<file path="config.mk">
export PLATFORM = sky130hd
export DESIGN_NAME = copro_exec_result_queue
export DESIGN_NICKNAME = d
export VERILOG_FILES = /design/src/rtl/copro_exec_result_queue.sv
export SDC_FILE = /design/constraint.sdc
export NUM_CORES = 1
export LEC_CHECK = 0
export ABC_AREA = 0
export ABC_CLOCK_PERIOD_IN_PS = 13500
export BUFFER_PORTS_ARGS = -buffer_cell sky130_fd_sc_hd__buf_2
export CAP_MARGIN = 25
export CORE_ASPECT_RATIO = 0.8
export CORE_UTILIZATION = 64
export DETAILED_ROUTE_END_ITERATION = 8
export PLACE_DENSITY = 0.88
export SETUP_SLACK_MARGIN = 0.05
export SLEW_MARGIN = 10
export SYNTH_ARGS = -nofsm -noshare
export SYNTH_HDL_FRONTEND = slang
export SYNTH_SLANG_ARGS = --single-unit
</file>
<file path="constraint.sdc">
create_clock -name clk_i -period 13.5 [get_ports clk_i]
set_input_delay 2.7 -clock clk_i [delete_from_list [all_inputs] [get_ports clk_i]]
set_output_delay 2.7 -clock clk_i [all_outputs]
set_load 0.03 [all_outputs]
</file>
<file path="src/rtl/copro_exec_result_queue.sv">
// Coprocessor exec unit: single-cycle ALU ops plus a multi-cycle add,
// results retired in order through a small FIFO.
module copro_exec_result_queue #(
  parameter int XLEN         = 32,
  parameter int Depth        = 4,
  parameter int MultiLatency = 4,
  parameter int IdWidth      = 4,
  parameter int HartidWidth  = 1
) (
  input  logic                   clk_i,
  input  logic                   rst_i,
  input  logic                   op_valid_i,
  output logic                   op_ready_o,
  input  logic [2:0]             opcode_i,
  input  logic [XLEN-1:0]        rs1_i,
  input  logic [XLEN-1:0]        rs2_i,
  input  logic [5:0]             imm_i,
  input  logic [4:0]             rd_i,
  input  logic [IdWidth-1:0]     id_i,
  input  logic [HartidWidth-1:0] hartid_i,
  output logic                   result_valid_o,
  input  logic                   result_ready_i,
  output logic [XLEN-1:0]        result_data_o,
  output logic [4:0]             result_rd_o,
  output logic [IdWidth-1:0]     result_id_o,
  output logic [HartidWidth-1:0] result_hartid_o,
  output logic                   result_we_o
);

  localparam int AW   = $clog2(Depth);
  localparam int CNTW = AW + 1;
  localparam int CW   = $clog2(MultiLatency);

  localparam logic [2:0] OP_NOP   = 3'd1;
  localparam logic [2:0] OP_ADD   = 3'd2;
  localparam logic [2:0] OP_MULTI = 3'd3;
  localparam logic [2:0] OP_DBL   = 3'd4;
  localparam logic [2:0] OP_ADDI  = 3'd5;

  typedef enum logic {S_IDLE, S_BUSY} state_t;

  state_t r_state, w_state_n;
  logic [CW-1:0] r_cnt, w_cnt_n;

  logic [XLEN-1:0]        r_m_data;
  logic [4:0]             r_m_rd;
  logic [IdWidth-1:0]     r_m_id;
  logic [HartidWidth-1:0] r_m_hart;

  logic [XLEN-1:0]        r_data [Depth];
  logic [4:0]             r_rd   [Depth];
  logic [IdWidth-1:0]     r_id   [Depth];
  logic [HartidWidth-1:0] r_hart [Depth];
  logic                   r_we   [Depth];

  logic [AW-1:0]   r_wptr, r_rptr;
  logic [CNTW-1:0] r_count;

  logic                   w_accept, w_pop, w_push;
  logic                   w_multi_go, w_multi_push;
  logic                   w_imm_push, w_imm_we;
  logic [XLEN-1:0]        w_imm_data, w_sum;
  logic [XLEN-1:0]        w_p_data;
  logic [4:0]             w_p_rd;
  logic [IdWidth-1:0]     w_p_id;
  logic [HartidWidth-1:0] w_p_hart;
  logic                   w_p_we;

  assign op_ready_o = (r_state == S_IDLE) && (r_count < CNTW'(Depth));
  assign w_accept   = op_valid_i && op_ready_o;
  assign w_sum      = rs1_i + rs2_i;
  assign w_multi_go = w_accept && (opcode_i == OP_MULTI);

  // Single-cycle ops; illegal opcodes fall to default and never push.
  always_comb begin
    w_imm_push = 1'b0;
    w_imm_we   = 1'b0;
    w_imm_data = '0;
    case (opcode_i)
      OP_NOP: w_imm_push = w_accept;
      OP_ADD: begin
        w_imm_push = w_accept;
        w_imm_we   = 1'b1;
        w_imm_data = w_sum;
      end
      OP_DBL: begin
        w_imm_push = w_accept;
        w_imm_we   = 1'b1;
        w_imm_data = {rs1_i[XLEN-2:0], 1'b0};
      end
      OP_ADDI: begin
        w_imm_push = w_accept;
        w_imm_we   = 1'b1;
        w_imm_data = rs1_i + XLEN'(imm_i);
      end
      default: ;
    endcase
  end

  always_comb begin
    w_state_n    = r_state;
    w_cnt_n      = r_cnt;
    w_multi_push = 1'b0;
    unique case (r_state)
      S_IDLE: begin
        if (w_multi_go) begin
          w_state_n = S_BUSY;
          w_cnt_n   = CW'(MultiLatency - 1);
        end
      end
      S_BUSY: begin
        if (r_cnt == '0) begin
          w_multi_push = 1'b1;
          w_state_n    = S_IDLE;
        end else begin
          w_cnt_n = r_cnt - 1'b1;
        end
      end
      default: w_state_n = S_IDLE;
    endcase
  end

  // Multi push and single-cycle push are exclusive: no accepts while busy.
  always_comb begin
    w_push   = w_imm_push || w_multi_push;
    w_p_data = w_imm_data;
    w_p_rd   = rd_i;
    w_p_id   = id_i;
    w_p_hart = hartid_i;
    w_p_we   = w_imm_we;
    if (w_multi_push) begin
      w_p_data = r_m_data;
      w_p_rd   = r_m_rd;
      w_p_id   = r_m_id;
      w_p_hart = r_m_hart;
      w_p_we   = 1'b1;
    end
  end

  assign result_valid_o = (r_count != '0);
  assign w_pop          = result_valid_o && result_ready_i;

  always_ff @(posedge clk_i) begin
    if (rst_i) begin
      r_state <= S_IDLE;
      r_cnt   <= '0;
      r_wptr  <= '0;
      r_rptr  <= '0;
      r_count <= '0;
    end else begin
      r_state <= w_state_n;
      r_cnt   <= w_cnt_n;
      if (w_push) r_wptr <= r_wptr + 1'b1;
      if (w_pop)  r_rptr <= r_rptr + 1'b1;
      r_count <= r_count + CNTW'(w_push) - CNTW'(w_pop);
    end
  end

  always_ff @(posedge clk_i) begin
    if (w_multi_go) begin
      r_m_data <= w_sum;
      r_m_rd   <= rd_i;
      r_m_id   <= id_i;
      r_m_hart <= hartid_i;
    end
    if (w_push) begin
      r_data[r_wptr] <= w_p_data;
      r_rd[r_wptr]   <= w_p_rd;
      r_id[r_wptr]   <= w_p_id;
      r_hart[r_wptr] <= w_p_hart;
      r_we[r_wptr]   <= w_p_we;
    end
  end

  assign result_data_o   = result_valid_o ? r_data[r_rptr] : '0;
  assign result_rd_o     = result_valid_o ? r_rd[r_rptr]   : '0;
  assign result_id_o     = result_valid_o ? r_id[r_rptr]   : '0;
  assign result_hartid_o = result_valid_o ? r_hart[r_rptr] : '0;
  assign result_we_o     = result_valid_o && r_we[r_rptr];

endmodule
</file>
=== After elaboration in Yosys (flattened, before gate mapping) ===
Memory sizes are Yosys's and may differ from the RTL's. A register that Yosys moved wholly into a read port is not among the register bits.
Index checks and enable logic that the tools add are counted.

* Flip-flop bits (word level): 52
* RAM bits: 172
* Bits of input ports: 87
* Output and inout bits: 45
* Word-level logic and storage cells: 73
* Memories: 5

{| class="wikitable"
|+ Memories
! name !! words !! width !! rd ports !! clocked after Yosys merged registers in !! write ports !! RTL line !! RTL
|-
| r_data || 4 || 32 || 1 || 1 || 1 || 50 || <nowiki>logic [XLEN-1:0] r_data [Depth];</nowiki>
|-
| r_rd || 4 || 5 || 1 || 1 || 1 || 51 || <nowiki>logic [4:0] r_rd [Depth];</nowiki>
|-
| r_id || 4 || 4 || 1 || 1 || 1 || 52 || <nowiki>logic [IdWidth-1:0] r_id [Depth];</nowiki>
|-
| r_hart || 4 || 1 || 1 || 1 || 1 || 53 || <nowiki>logic [HartidWidth-1:0] r_hart [Depth];</nowiki>
|-
| r_we || 4 || 1 || 1 || 1 || 1 || 54 || <nowiki>logic r_we [Depth];</nowiki>
|}

* Add/subtract/negate cells: 7
* Order comparisons: 1
* Equal/unequal tests: 7
* Muxes and demuxes: 32
* Bitwise operators: 1
* Reductions and logical operators: 11

{| class="wikitable"
|+ Operator list
! kind !! number
|-
| case mux 32 bit (3 select lines) || 1
|-
| 2-to-1 mux 32 bit || 2
|-
| adder 32 bit || 1
|-
| adder 32 x 6 -> 32 bit || 1
|-
| 2-to-1 mux 2 bit || 12
|-
| 2-to-1 mux 1 bit || 11
|-
| 2-to-1 mux 5 bit || 2
|-
| 2-to-1 mux 4 bit || 2
|-
| == test 3 x 2 -> 1 bit, second input constant || 2
|-
| == test 3 bit, second input constant || 2
|-
| logical AND 1 bit || 5
|-
| adder 2 x 1 -> 2 bit, second input constant || 2
|-
| inequality test 2 bit, second input constant || 2
|-
| case mux 2 bit (2 select lines) || 1
|-
| OR reduction 4 bit || 1
|-
| adder 3 x 1 -> 3 bit || 1
|-
| == test 3 x 1 -> 1 bit, second input constant || 1
|-
| less-than comparator 3 bit, second input constant || 1
|-
| nonzero test 3 bit || 1
|-
| OR reduction 3 bit || 1
|-
| subtractor 3 x 1 -> 3 bit || 1
|-
| zero test 2 bit || 1
|-
| case mux 1 bit (2 select lines) || 1
|-
| AND reduction 2 bit || 1
|-
| other kinds (3) || 3
|}

=== Logic depth before layout (Yosys ltp) ===
Gate-level depths: netlist of the first run.

* Depth in word-level cells: 7
* Mapped depth: 12
* Gate-level depth less buffers: 11

=== Least setup slack after synthesis of the first run ===
Ideal clock, no wire load.

* Path kind: input-to-reg
* Start: input port opcode_i[0]
* End: register r_m_data[0], enable pin
* Arrival time: 7.342 ns
* Required time: 12.944 ns
* Slack: 5.602 ns
* Stages: 3
* Path buffers: 1
* Cells stage by stage: clkbuf_1 -> inv_2 -> nor4_1

* Longest elaborated chain between the ends: 2

{| class="wikitable"
|+ RTL lines
! element !! RTL line !! RTL
|-
| from (decl) || 14 || <nowiki>input logic [2:0] opcode_i,</nowiki>
|-
| == test 3 x 2 -> 1 bit || 72 || <nowiki>assign w_multi_go = w_accept && (opcode_i == OP_MULTI);</nowiki>
|-
| logical AND 1 bit || 72 ||
|-
| via w_multi_go || 60 || <nowiki>logic w_multi_go, w_multi_push;</nowiki>
|-
| to (signal assigned) || 161 || <nowiki>r_m_data <= w_sum;</nowiki>
|-
| to (decl) || 45 || <nowiki>logic [XLEN-1:0] r_m_data;</nowiki>
|}

The timed path passes the listed nets, and every way through them passes these cells.
A chain may end at the register's enable or synchronous reset.

=== Worst setup path after layout of the first run ===
* Start: input port rs1_i[0]
* End: memory r_data[1][30] (data pin)

* Longest elaborated chain between the ends: 3

{| class="wikitable"
|+ RTL lines
! element !! RTL line !! RTL
|-
| from (decl) || 15 || <nowiki>input logic [XLEN-1:0] rs1_i,</nowiki>
|-
| adder 32 x 6 -> 32 bit or adder 32 bit (tied branches) || 94, 71 ||
|-
| case mux 32 bit (3 select lines) * || 79 || <nowiki>case (opcode_i)</nowiki>
|-
| 2-to-1 mux 32 bit * || 131 || <nowiki>if (w_multi_push) begin</nowiki>
|-
| via w_p_data[30] || 63 || <nowiki>logic [XLEN-1:0] w_p_data;</nowiki>
|-
| to (decl) || 50 ||
|}

The timed path passes the listed nets; every way through them passes the cells marked *.

==> results of run 1 <==
[state kept, by name, summed over array words and instances (netlist names), named ones only]
signal    count
r_data      128
r_hart        4
r_m_data     32
r_state       1
r_we          4
r_rd         20
r_wptr        2
r_m_hart      1
r_m_rd        5
r_cnt         2
r_m_id        4
r_rptr        2
r_id         16
r_count       3
[cell type report]
type                            count  area [um^2]
Antenna cell                        4        10.01
Clock buffer                       30        643.1
Clock inverter                      9        97.59
Fill cell                        1186         4632
Inverter                           13        48.80
Multi-Input combinational cell    656         5011
Sequential cell                   226         6669
Tap cell                          230        287.8
Timing Repair Buffer              146        768.2
[worst reg2reg max path, cell delays in order, from the launching register on]
cell and delay (ns):
dfxtp_1 0.35, inv_1 0.05, ha_1 0.23, nand2_1 0.08, buf_4 0.36, o21a_1 0.59
ha_1 0.36, inv_1 0.06, ha_1 0.15, fa_1 0.41, nor2b_1 0.14
[final timing paths]
check,to,slack (ns),cells past startpoint
setup / recovery,r_data[1][30]$_DFFE_PP_,7.98,11
hold / removal,r_cnt[0]$_SDFFE_PP0P_,0.48,1
setup reg to reg,r_count[1]$_SDFF_PP0_,10.61,10
hold reg to reg,r_cnt[0]$_SDFFE_PP0P_,0.48,1
[metal layers]
layer	wire length, um	vias up
met2	12370	428
met1	11870	4097
li1	-	3894
met4	408	0
met5	0	-
met3	2660	37
[metrics by stage]
stage / utilization, % / setup WS [ns] / power, uW / hold slack (ns)
final: 74.50 / 7.980 / 2092 / 0.4776
after global routing: 74.45 / 7.840 / 2177 / 0.5242
after CTS: 74.41 / 8.034 / 2099 / 0.4748
after detailed placement: 70.33 / 7.527 / 1485 / 0.4671
after global placement: 70.33 / 7.607 / 1471 / 0.4568
after floorplan: - / 5.602 / 1314 / 0.4430
[power by group]
part | internal [uW] | leakage [uW] | switching [uW]
combinational | 244 | 0.00251 | 398
sequential | 819 | 0.00206 | 10.7
clock | 372 | 0.000360 | 248
[layout by cell type (no fill, tap or decap), types with 19 or more instances in the layout]
cell         n
xnor2_1     27
o21ai_0     43
xor2_1      19
and2_1      49
nand2_1     83
buf_2      131
edfxtp_1   214
nor2_1      75
ha_1        44
nand3_1     22
clkbuf_16   24
mux4_2      43
a21oi_1     60
[logic make-up after synthesis]
| logic type | share of synthesized area (%) |
|---|---|
| muxes | 8.847 |
| xor gates and xnor gates | 3.395 |
| buffers and inverters | 1.940 |
| adders and majority gates | 5.146 |
| and+or+nand+nor | 12.12 |
| AOI/OAI and AO/OA | 12.38 |
| DFF | 56.18 |
==> impl_results.md, run 1 <==
- Cell with the most instances after synthesis: edfxtp_1
- Design Area, Final: 0.01354 mm^2
- Final Hold Violating Endpoints: 0
- Met3 usage in global routing: 5.498%
- Largest net degree at the start of global routing: 56
- Post-Syn Nets: 1,076
- Cells after Synth: roughly 940
- Ys flop type: edfxtp_1
- Final Net Count: approximately 1,200
- Buffers on Ports: around 130
- Highest-delay cell along the critical path: a2111o_1
- # DRC: 0
- Max Clk Rate: 0.1811 GHz
- CTS Sinks: ~230
- Tightest Pin Transition: ~0.98 ns
- Leakage power: 0.004937 uW
- DP Area: 0.01278 mm^2
- Post-cts hold buffer count: 0
- Slew Viols, Final: 0
- Worst rel slew slack: 34.65%
- Initial antenna violation count: 0
- Synth Register Bits: 226
- Total die area: 0.01909 mm^2
- RSZ-0062 raised after global routing: no
- Post-detail-place hpwl: 18.77 mm
- Synth warn: 0
- H-tree Lvls: 1
- P per Cell Area: 154.6 mW/mm^2
- DR WL/cell: 20.79 um
- Num rows: 44
- Area grow syn2layout: 14.07%
- Antenna-violating nets left: 0
- Total number of vias: approximately 8,500
- Top delay family on crit path: compound AO/OA/AOI/OAI gates
- Worst path cell trace: buf_2 -> ha_1 -> fa_1 -> a211oi_2 -> o211ai_1 -> a221oi_2 -> o21ai_2 -> a2111o_1 -> a31oi_1 -> o22ai_1 -> a221o_1
- GRT Overall Usage: roughly 29%
- Req. time, crit path: 13.73 ns
- Post-CTS resize count: 0
- Met2 global-route usage: 45.94%
- Hold Crit Start: r_cnt[0]$_SDFFE_PP0P_
- Max Cap Viol: 0
- Fraction of layout cells with a size suffix above 1: between 20% and 30%
- CTS buffer count: 23
- Seq/Total Area, Yosys: 56.18%
- Die X: 154.2 um
- Number of library cell types mapped by synthesis: 74
- Later-pin clock latency in the skew report: slightly above 0.5 ns
- Die Span Y: 123.8 um
- Post-CTS setup buffers: 0
- Global route overflow: 0
- Critical Path Start Type: input pin
- Post-synth EDFFs: 214
- Initial drt markers: 902
- CTS tree: done
- Synth area leaders: edfxtp_1 54%, mux4_2 8.2%, ha_1 4.6%
- RR Startpoint: r_cnt[0]$_SDFFE_PP0P_
- Worst Setup End Kind: flip-flop
- Clock Skews: between 0.01 and 0.015 ns
- Peak supply drop: 0.1831 mV
- Avg Inst Size Synth: 12.60 um^2
- Placed Instances: 1,270
- GR Layer Usage met1: approximately 42%
- Leading cell types by count after synthesis: 214 x edfxtp_1, 83 x nand2_1, 75 x nor2_1, 60 x a21oi_1, 48 x and2_1
- WL final: around 27 mm
- Clock Pin Slew Worst Setup and Hold Paths: 0.06 ns
- Crit path arrival time: 5.75 ns
- Most area-hungry cell type in the Yosys netlist: edfxtp_1
- Cell Area, Synth: between 0.01 and 0.015 mm^2
- CTS max path bufs: 3
- Vias in the first global route: 7,803
- Num ports: 132
- Worst Hold Class: reg -> reg
- Setup-failing EPs final: 0
- RePlAce Congestion: roughly 0.96
- Final min period: roughly 5.5 ns
- Vias per cell: 6.435
- First-pass GRT wire length: roughly 42 mm
- Crit share post-route: 40.89%
- Post-synth top area share: 54.15%
- Fin cells: 1,314
- First-pass detailed-route iteration total: 5
- Most Crowded Layer GR: met2
- Beginning of the critical path: rs1_i[0]
- Worst path max stage delay: 0.45 ns
- Core area: about 0.018 mm^2
- Critical path buffer and inverter count: 1
- Root Driver: clkbuf_16
- Status: completed
- Setup TNS: 0 ns
- Initial core utilization: 65.32%
- Crit path kind: in -> reg
- Post-synth ARST share: 0%
- CP max FO: 6
(Power assumes the default switching activity.)
==> inputs of run 2 (changes only) <==
Settings changed: ABC_AREA 0 to 1, ABC_CLOCK_PERIOD_IN_PS 13500 to 4500, CORE_UTILIZATION 64 to 54, PLACE_DENSITY 0.88 to 0.79.
Clock period 13.5 ns to 4.5 ns, I/O delays scaled along.
==> run 2 against run 1 <==
Against the previous run: core utilization fell by 11 points; global-route usage fell by 0.64 points; wire length rose by 29%; sequential power rose to 3.1 times the previous value; critical endpoint is now result_we_o.
==> impl_results.md, run 2 <==
- Worst rel slew slack: 45.12% (+10 points)
- Critical Path Start Type: flip-flop
- Cell Area, Synth: 0.01323 mm^2 (+12%)
- Total die area: 0.02514 mm^2 (+32%)
- Die Span Y: 142.0 um (+15%)
- Global route overflow: 0 (unchanged)
- CTS tree: done
- Antenna-violating nets left: 0 (unchanged)
- Ys flop type: edfxtp_1
- RSZ-0062 raised after global routing: no
- Worst Hold Class: reg -> reg
- Clock Skews: 0.01620 ns (+0.004191 ns)
- Post-Syn Nets: 1,786 (+66%)
- Peak supply drop: 0.3008 mV (+64%)
- Clk network pwr share: 28.2% (-1.5 points)
- Later-pin clock latency in the skew report: 0.52 ns (about the same)
- Max reg flops: 128 (unchanged)
- Num rows: 50 (+14%)
- Synth warn: 0 (unchanged)
- Antenna Cells: 0 (-4)
- Crit path kind: reg -> out
- Top delay family on crit path: flip-flops
- CP max FO: 44 (+38)
- CTS max path bufs: 3 (unchanged)
- Leading cell types by count after synthesis: 479 x nand2_1, 254 x nor2_1, 214 x edfxtp_1, 185 x inv_1, 106 x o21ai_0
- Met2 global-route usage: 46.24% (+0.30 points)
- Number of library cell types mapped by synthesis: 41 (-45%)
- # DRC: 0 (unchanged)
- GR Layer Usage met1: 40.79% (-1.6 points)
- CP most frequent cell: nor2_1
- Switching pwr: 2519 uW (+280%)
- Met3 usage in global routing: 3.205% (-2.3 points)
- Most common cell after layout, fill and taps aside: nand2_1
- Area grow syn2layout: 13.60%
- Cell with the most instances after synthesis: nand2_1
- FF+latch area: 0.006668 mm^2 (about the same)
- P per Cell Area: 445.5 mW/mm^2 (+190%)
- DR WL/cell: 16.74 um (-19%)
- Post-synth EDFFs: 214 (unchanged)
- Post-CTS setup buffers: 0 (unchanged)
- Worst hold slack: 0.4828 ns (+0.005251 ns)
- RePlAce Congestion: 0.9568 (about the same)
- WL final: 35.36 mm (+29%)
- Final min period: 3.623 ns
- Crit path arrival time: 2.72 ns (-3.03 ns)
- Seq pwr share: 37.9% (-1.8 points)
- Final Hold Violating Endpoints: 0 (unchanged)
- Most frequent cells in the layout: 479 x nand2_1, 250 x nor2_1, 214 x edfxtp_1
- Post-detail-place hpwl: 26.03 mm (+39%)
- Leakage power: 0.006792 uW (+38%)
- H-tree Lvls: 1 (unchanged)
- Biggest regs: r_data: 128 flops, r_m_data: 32 flops, r_rd: 20 flops
- Max Cap Viol: 0 (unchanged)
- Post-synth top area share: 48.57% (-5.6 points)
- Total number of vias: 11,460 (+35%)
- Tot Pwr: 6697 uW (+220%)
- Largest reg by FF count: r_data
- Slew Viols, Final: 0 (unchanged)
- Fillers: 1,995 (+68%)
- Crit share post-route: 80.51%
- Die X: 177.0 um (+15%)
- Fraction of layout cells with a size suffix above 1: 13.33% (-9.2 points)
- Tightest Pin Transition: 0.8232 ns (-0.1570 ns)
- Num ports: 132 (unchanged)
- Post-cts hold buffer count: 0 (unchanged)
- Worst path max stage delay: 0.86 ns (+0.41 ns)
- Cells after Synth: 1,652 (+75%)
- Status: completed
- Highest-delay cell along the critical path: dfxtp_2
- Seq/Total Area, Yosys: 50.38% (-5.8 points)
- Pint: 4178 uW (+190%)
- Comb pwr share: 33.8% (+3.1 points)
- Finished Core Util: 63.39% (-11 points)
- Avg Inst Size Synth: 8.009 um^2 (-36%)
- Worst path cell trace: buf_4 -> nor2_1 -> nor2_1 -> o21ai_0 -> a21oi_1 -> buf_2
- Synth Register Bits: 226 (unchanged)
- Synth area leaders: edfxtp_1 49%, nand2_1 14%, nor2_1 7.2%
- Post-CTS resize count: 0 (unchanged)
- Setup TNS: 0 ns (unchanged)
- Worst Setup End Kind: output port
- Vias per cell: 5.424 (-16%)
- Req. time, crit path: 3.60 ns (-10.13 ns)
- CTS buffer count: 24 (+4.3%)
- Switching share of power: 37.62% (+6.2 points)
- Final Net Count: 1,916 (+60%)
- Most Crowded Layer GR: met2
- Buffers on Ports: 131 (unchanged)
- GRT Overall Usage: 28.37% (-0.64 points)
- Clock Pin Slew Worst Setup and Hold Paths: 0.06 ns (about the same)
- Post-synth ARST share: 0% (unchanged)
- Critical path buffer and inverter count: 2 (+1)
- Most area-hungry cell type in the Yosys netlist: edfxtp_1
- Root Driver: clkbuf_16
- Initial drt markers: 936 (+3.8%)
- First-pass GRT wire length: 55.14 mm (+31%)
- Max Clk Rate: 0.2760 GHz
- Vias in the first global route: 10,570 (+35%)
- Largest net degree at the start of global routing: 59 (+5.4%)
- Initial antenna violation count: 0 (unchanged)
- CTS Sinks: 226 (unchanged)
- Setup-failing EPs final: 0 (unchanged)
- Multi-input gate area: 0.005647 mm^2 (+13%)
- First-pass detailed-route iteration total: 7 (+2)
- Core area: 0.02371 mm^2 (+31%)
- Initial core utilization: 55.80% (-9.5 points)
## run 2: cell families (layout without fill, tap and decap cells)
family	after synthesis	in the layout	synth area share, %
fa+ha+maj	47	47	4.615
xor+xnor	15	15	1.220
simple gates	913	913	28.61
buf+inv	246	394	7.215
flops	226	226	50.38
compound gates	205	205	7.953
## run 2: final timing paths
kind,from,end,slack [ns],cells after the start
hold / removal,r_rptr[0]$_SDFFE_PP0P_,flip-flop,0.48,1
setup reg to reg,r_cnt[0]$_SDFFE_PP0P_,r_data[0][2]$_DFFE_PP_,1.65,6
hold reg to reg,r_rptr[0]$_SDFFE_PP0P_,flip-flop,0.48,1
setup / recovery,flip-flop,result_we_o,0.88,6
## run 2: power groups by stage
stage	registers, uW	logic (uW)	clock network, uW
final	2540	2270	1890
after global routing	2550	2470	1990
after CTS	2540	2270	1900
after detailed placement	2580	2250	0
after global placement	2570	2190	0
after floorplan	2540	1560	0
## run 2: per-layer routing
metal	routed length (um)	up-vias
met2	16170	485
met1	15540	5296
met3	2957	50
li1	-	5625
met5	0	-
met4	694	0
## run 2: area by class of cell
type	count	share of cell area [%]
Clock inverter	15	0.9157
Multi-Input combinational cell	1180	37.57
Inverter	198	4.945
Clock buffer	29	4.121
Timing Repair Buffer	152	5.494
Tap cell	312	2.597
Sequential cell	226	44.36
## run 2: worst register-to-register path, delay by kind of cell, from the launching register on
kind | cells | cell delay [ns]
buffers and inverters | 3 | 1.08
AO/OA/AOI/OAI | 1 | 0.51
AND/OR/NAND/NOR | 1 | 0.46
flip-flops | 1 | 0.34
adder cells (fa/ha/maj) | 1 | 0.20
## run 2: metrics by stage
step | std cells | worst slack, ns | instance area, um^2
after global routing | 2112 | 0.6624 | 15030
after detailed placement | 2068 | 1.193 | 14270
after CTS | 2112 | 0.8529 | 15030
after floorplan | 1652 | 0.5756 | 13230
after global placement | 2067 | 1.341 | 14250
final | 2112 | 0.8772 | 15030
==> inputs of run 3 (changes only) <==
Settings changed: ABC_AREA 1 to 0, ABC_CLOCK_PERIOD_IN_PS 4500 to 3300.
Clock period 4.5 ns to 3.3 ns, I/O delays scaled along.
==> run 3 against run 2 <==
Against the previous run: sequential share of layout area increased by 2.4 points; count of clock-buffer cells in the layout increased by 3; register-to-register slack got worse by 0.64 ns; highest routed layer unchanged.
==> impl_results.md, run 3 (synthesis gave the netlist of run 1 again) <==
- Die Span Y: 134.6 um (-5.2%)
- Largest net degree at the start of global routing: 54 (-8.5%)
- First-pass GRT wire length: 44.08 mm (-20%)
- Pre-CTS WS: -0.2885 ns (-1.481 ns)
- Worst r2r path cells: 6 (unchanged)
- RePlAce Congestion: 0.9403 (-1.7%)
- Highest-delay cell along the critical path: a2111o_1
- WL final: 27.85 mm (-21%)
- Post-cts hold buffer count: 0 (unchanged)
- Buffers on Ports: 131 (unchanged)
- Switching share of power: 31.39% (-6.2 points)
- Clk network pwr share: 30.4% (+2.2 points)
- RSZ-0062 raised after global routing: no
- CTS tree: done
- Die X: 167.7 um (-5.2%)
- Worst path cell trace: buf_2 -> ha_4 -> fa_2 -> a211oi_2 -> o211ai_1 -> a221oi_2 -> o21ai_2 -> a2111o_1 -> a31oi_2 -> xnor2_1 -> a221o_1
- Final min period: between 3 and 4 ns
- Worst Setup End Kind: flip-flop
- Biggest regs: r_data: 128 flops, r_m_data: 32 flops, r_rd: 20 flops
- CTS max path bufs: 3 (unchanged)
- Seq pwr share: 38.3% (+0.4 points)
- Hold Crit Start: rd_i[3]
- R2R setup slack: 1.01 ns (-0.64 ns)
- Crit share post-route: between 90% and 100%
- Max Cap Viol: 0 (unchanged)
- CTS buffer count: 23 (-4.2%)
- Status: completed
- DR WL/cell: 19.53 um (+17%)
- P per Cell Area: 625.7 mW/mm^2 (+40%)
- Initial drt markers: 1,147 (+23%)
- CP max FO: 4 (-91%)
- Core area: 0.02156 mm^2 (-9.1%)
- Worst rel slew slack: 54.17% (+9.0 points)
- Hold depth: 1 (unchanged)
- Num rows: 48 (-4.0%)
- Worst Hold Class: in -> reg
- Global route overflow: 0 (unchanged)
- Final Net Count: 1,268 (-34%)
- RR Startpoint: r_cnt[0]$_SDFFE_PP0P_
- Setup TNS: 0 ns (unchanged)
- Slew Viols, Final: 0 (unchanged)
- # DRC: 0 (unchanged)
- Crit path kind: in -> reg
- Max Clk Rate: 0.3160 GHz
- Vias in the first global route: 8,180 (-23%)
- Num ports: 132 (unchanged)
- Fraction of layout cells with a size suffix above 1: 27.72% (+14 points)
- Reg2Reg Capture Point: r_data[2][21]$_DFFE_PP_
- Pint: 6117 uW (+46%)
- Final Hold Violating Endpoints: 0 (unchanged)
- Comb pwr share: 31.3% (-2.5 points)
- Post-detail-place hpwl: 19.63 mm (-25%)
- Total die area: 0.02258 mm^2 (-10%)
- Crit path arrival time: 3.39 ns (+0.67 ns)
- Later-pin clock latency in the skew report: 0.51 ns (about the same)
- GRT Overall Usage: 25.02% (-3.3 points)
- Switching pwr: 2798 uW (+11%)
- Req. time, crit path: 3.52 ns (-0.08 ns)
- First-pass detailed-route iteration total: 5 (-2)
- CTS Sinks: 226 (unchanged)
- Initial antenna violation count: 0 (unchanged)
- Total number of vias: 8,670 (-24%)
- Most common cell after layout, fill and taps aside: edfxtp_1
- Root Driver: clkbuf_16
- Antenna-violating nets left: 0 (unchanged)
- Clock Pin Slew Worst Setup and Hold Paths: 0.06 ns (about the same)
- Initial core utilization: 55.04% (-0.77 points)
- Critical Path Start Type: input pin
- Fillers: 1,591 (-20%)
- Tightest Pin Transition: 0.6803 ns (-0.1429 ns)
- Most frequent cells in the layout: 214 x edfxtp_1, 131 x buf_2, 83 x nand2_1
- Leakage power: 0.005307 uW (-22%)
- Setup ws final: 0.1359 ns (-0.7413 ns)
- Max reg flops: 128 (unchanged)
- Tot Pwr: 8915 uW (+33%)
- Vias per cell: 6.080 (+12%)
- Antenna Cells: 0 (unchanged)
- Clock Skews: 0.01913 ns (+0.002924 ns)
- Area grow syn2layout: 20.08%
- H-tree Lvls: 1 (unchanged)
- WHS Endpoint: r_m_rd[3]$_DFFE_PP_
- Worst path max stage delay: 0.54 ns (-0.32 ns)
- Peak supply drop: 0.3878 mV (+29%)
- Setup-failing EPs final: 0 (unchanged)
- Largest reg by FF count: r_data
run 3: cell types whose count changed in the layout (fill, tap and decap cells not counted), sizes merged, moves of 13 or more:
cell / delta
and2: +29
a21oi: -27
nor2: -191
xnor2: +26
mux4: +43
inv: -181
a211oi: +17
nand3: -81
o21ai: -65
nand2: -409
buf: +62
nor2b: +13
run 3: through the flow:
| step | hold slack, ns | instance area, um^2 | utilization, % | std cells |
|---|---|---|---|---|
| finish | 0.3354 | 14250 | 66.09 | 1426 |
| global route | 0.3213 | 14250 | 66.09 | 1426 |
| CTS | 0.3187 | 14230 | 66.02 | 1425 |
| detailed placement | 0.4647 | 13440 | 62.33 | 1383 |
| global placement | 0.4571 | 13440 | 62.33 | 1383 |
| floorplan | 0.4430 | 11900 | - | 942 |
run 3: power groups by stage:
stage	clock (uW)	combinational, uW	sequential, uW
global placement	0	2720	3460
CTS	2750	2800	3420
floorplan	0	1930	3440
detailed placement	0	2780	3470
global route	2850	2990	3430
finish	2710	2790	3410
run 3: critical path, delay by kind of cell:
| family | cells | cell delay [ns] |
|---|---|---|
| xor+xnor | 1 | 0.12 |
| fa+ha+maj | 2 | 0.52 |
| buf+inv | 1 | 0.12 |
| compound gates | 7 | 1.96 |
run 3: cell type report:
| cell class | count | area, um^2 | share of cell area (%) |
|---|---|---|---|
| Clock buffer | 32 | 639.4 | 4.487 |
| Timing Repair Buffer | 214 | 1341 | 9.413 |
| Sequential cell | 226 | 6669 | 46.80 |
| Inverter | 13 | 48.80 | 0.3425 |
| Tap cell | 275 | 344.1 | 2.415 |
| Clock inverter | 10 | 157.7 | 1.106 |
| Multi-Input combinational cell | 656 | 5049 | 35.43 |
run 3: how the worst max path moves through the flow:
stage / start / endpoint / slack, ns
after floorplan: opcode_i[0] / r_data[0][0]$_DFFE_PP_ / -0.71
after global placement: rs1_i[0] / r_data[0][26]$_DFFE_PP_ / -0.20
after detailed placement: rs1_i[0] / r_data[0][26]$_DFFE_PP_ / -0.29
after CTS: rs1_i[0] / r_data[3][26]$_DFFE_PP_ / 0.21
after global routing: rs1_i[0] / r_data[3][26]$_DFFE_PP_ / 0.06
final: rs1_i[0] / r_data[3][26]$_DFFE_PP_ / 0.14
run 3: routing by layer:
layer  global-route usage [%]  routed length (um)
met5                        0                   0
met4                    5.301                 459
met3                    3.400                2564
met2                    38.73               12360
met1                    37.96               12470
run 3: repair_timing:
item | CTS | global route
buffers inserted | 0 | 1
resized for setup | 0 | 1
setup endpoints to repair | 0 | 4
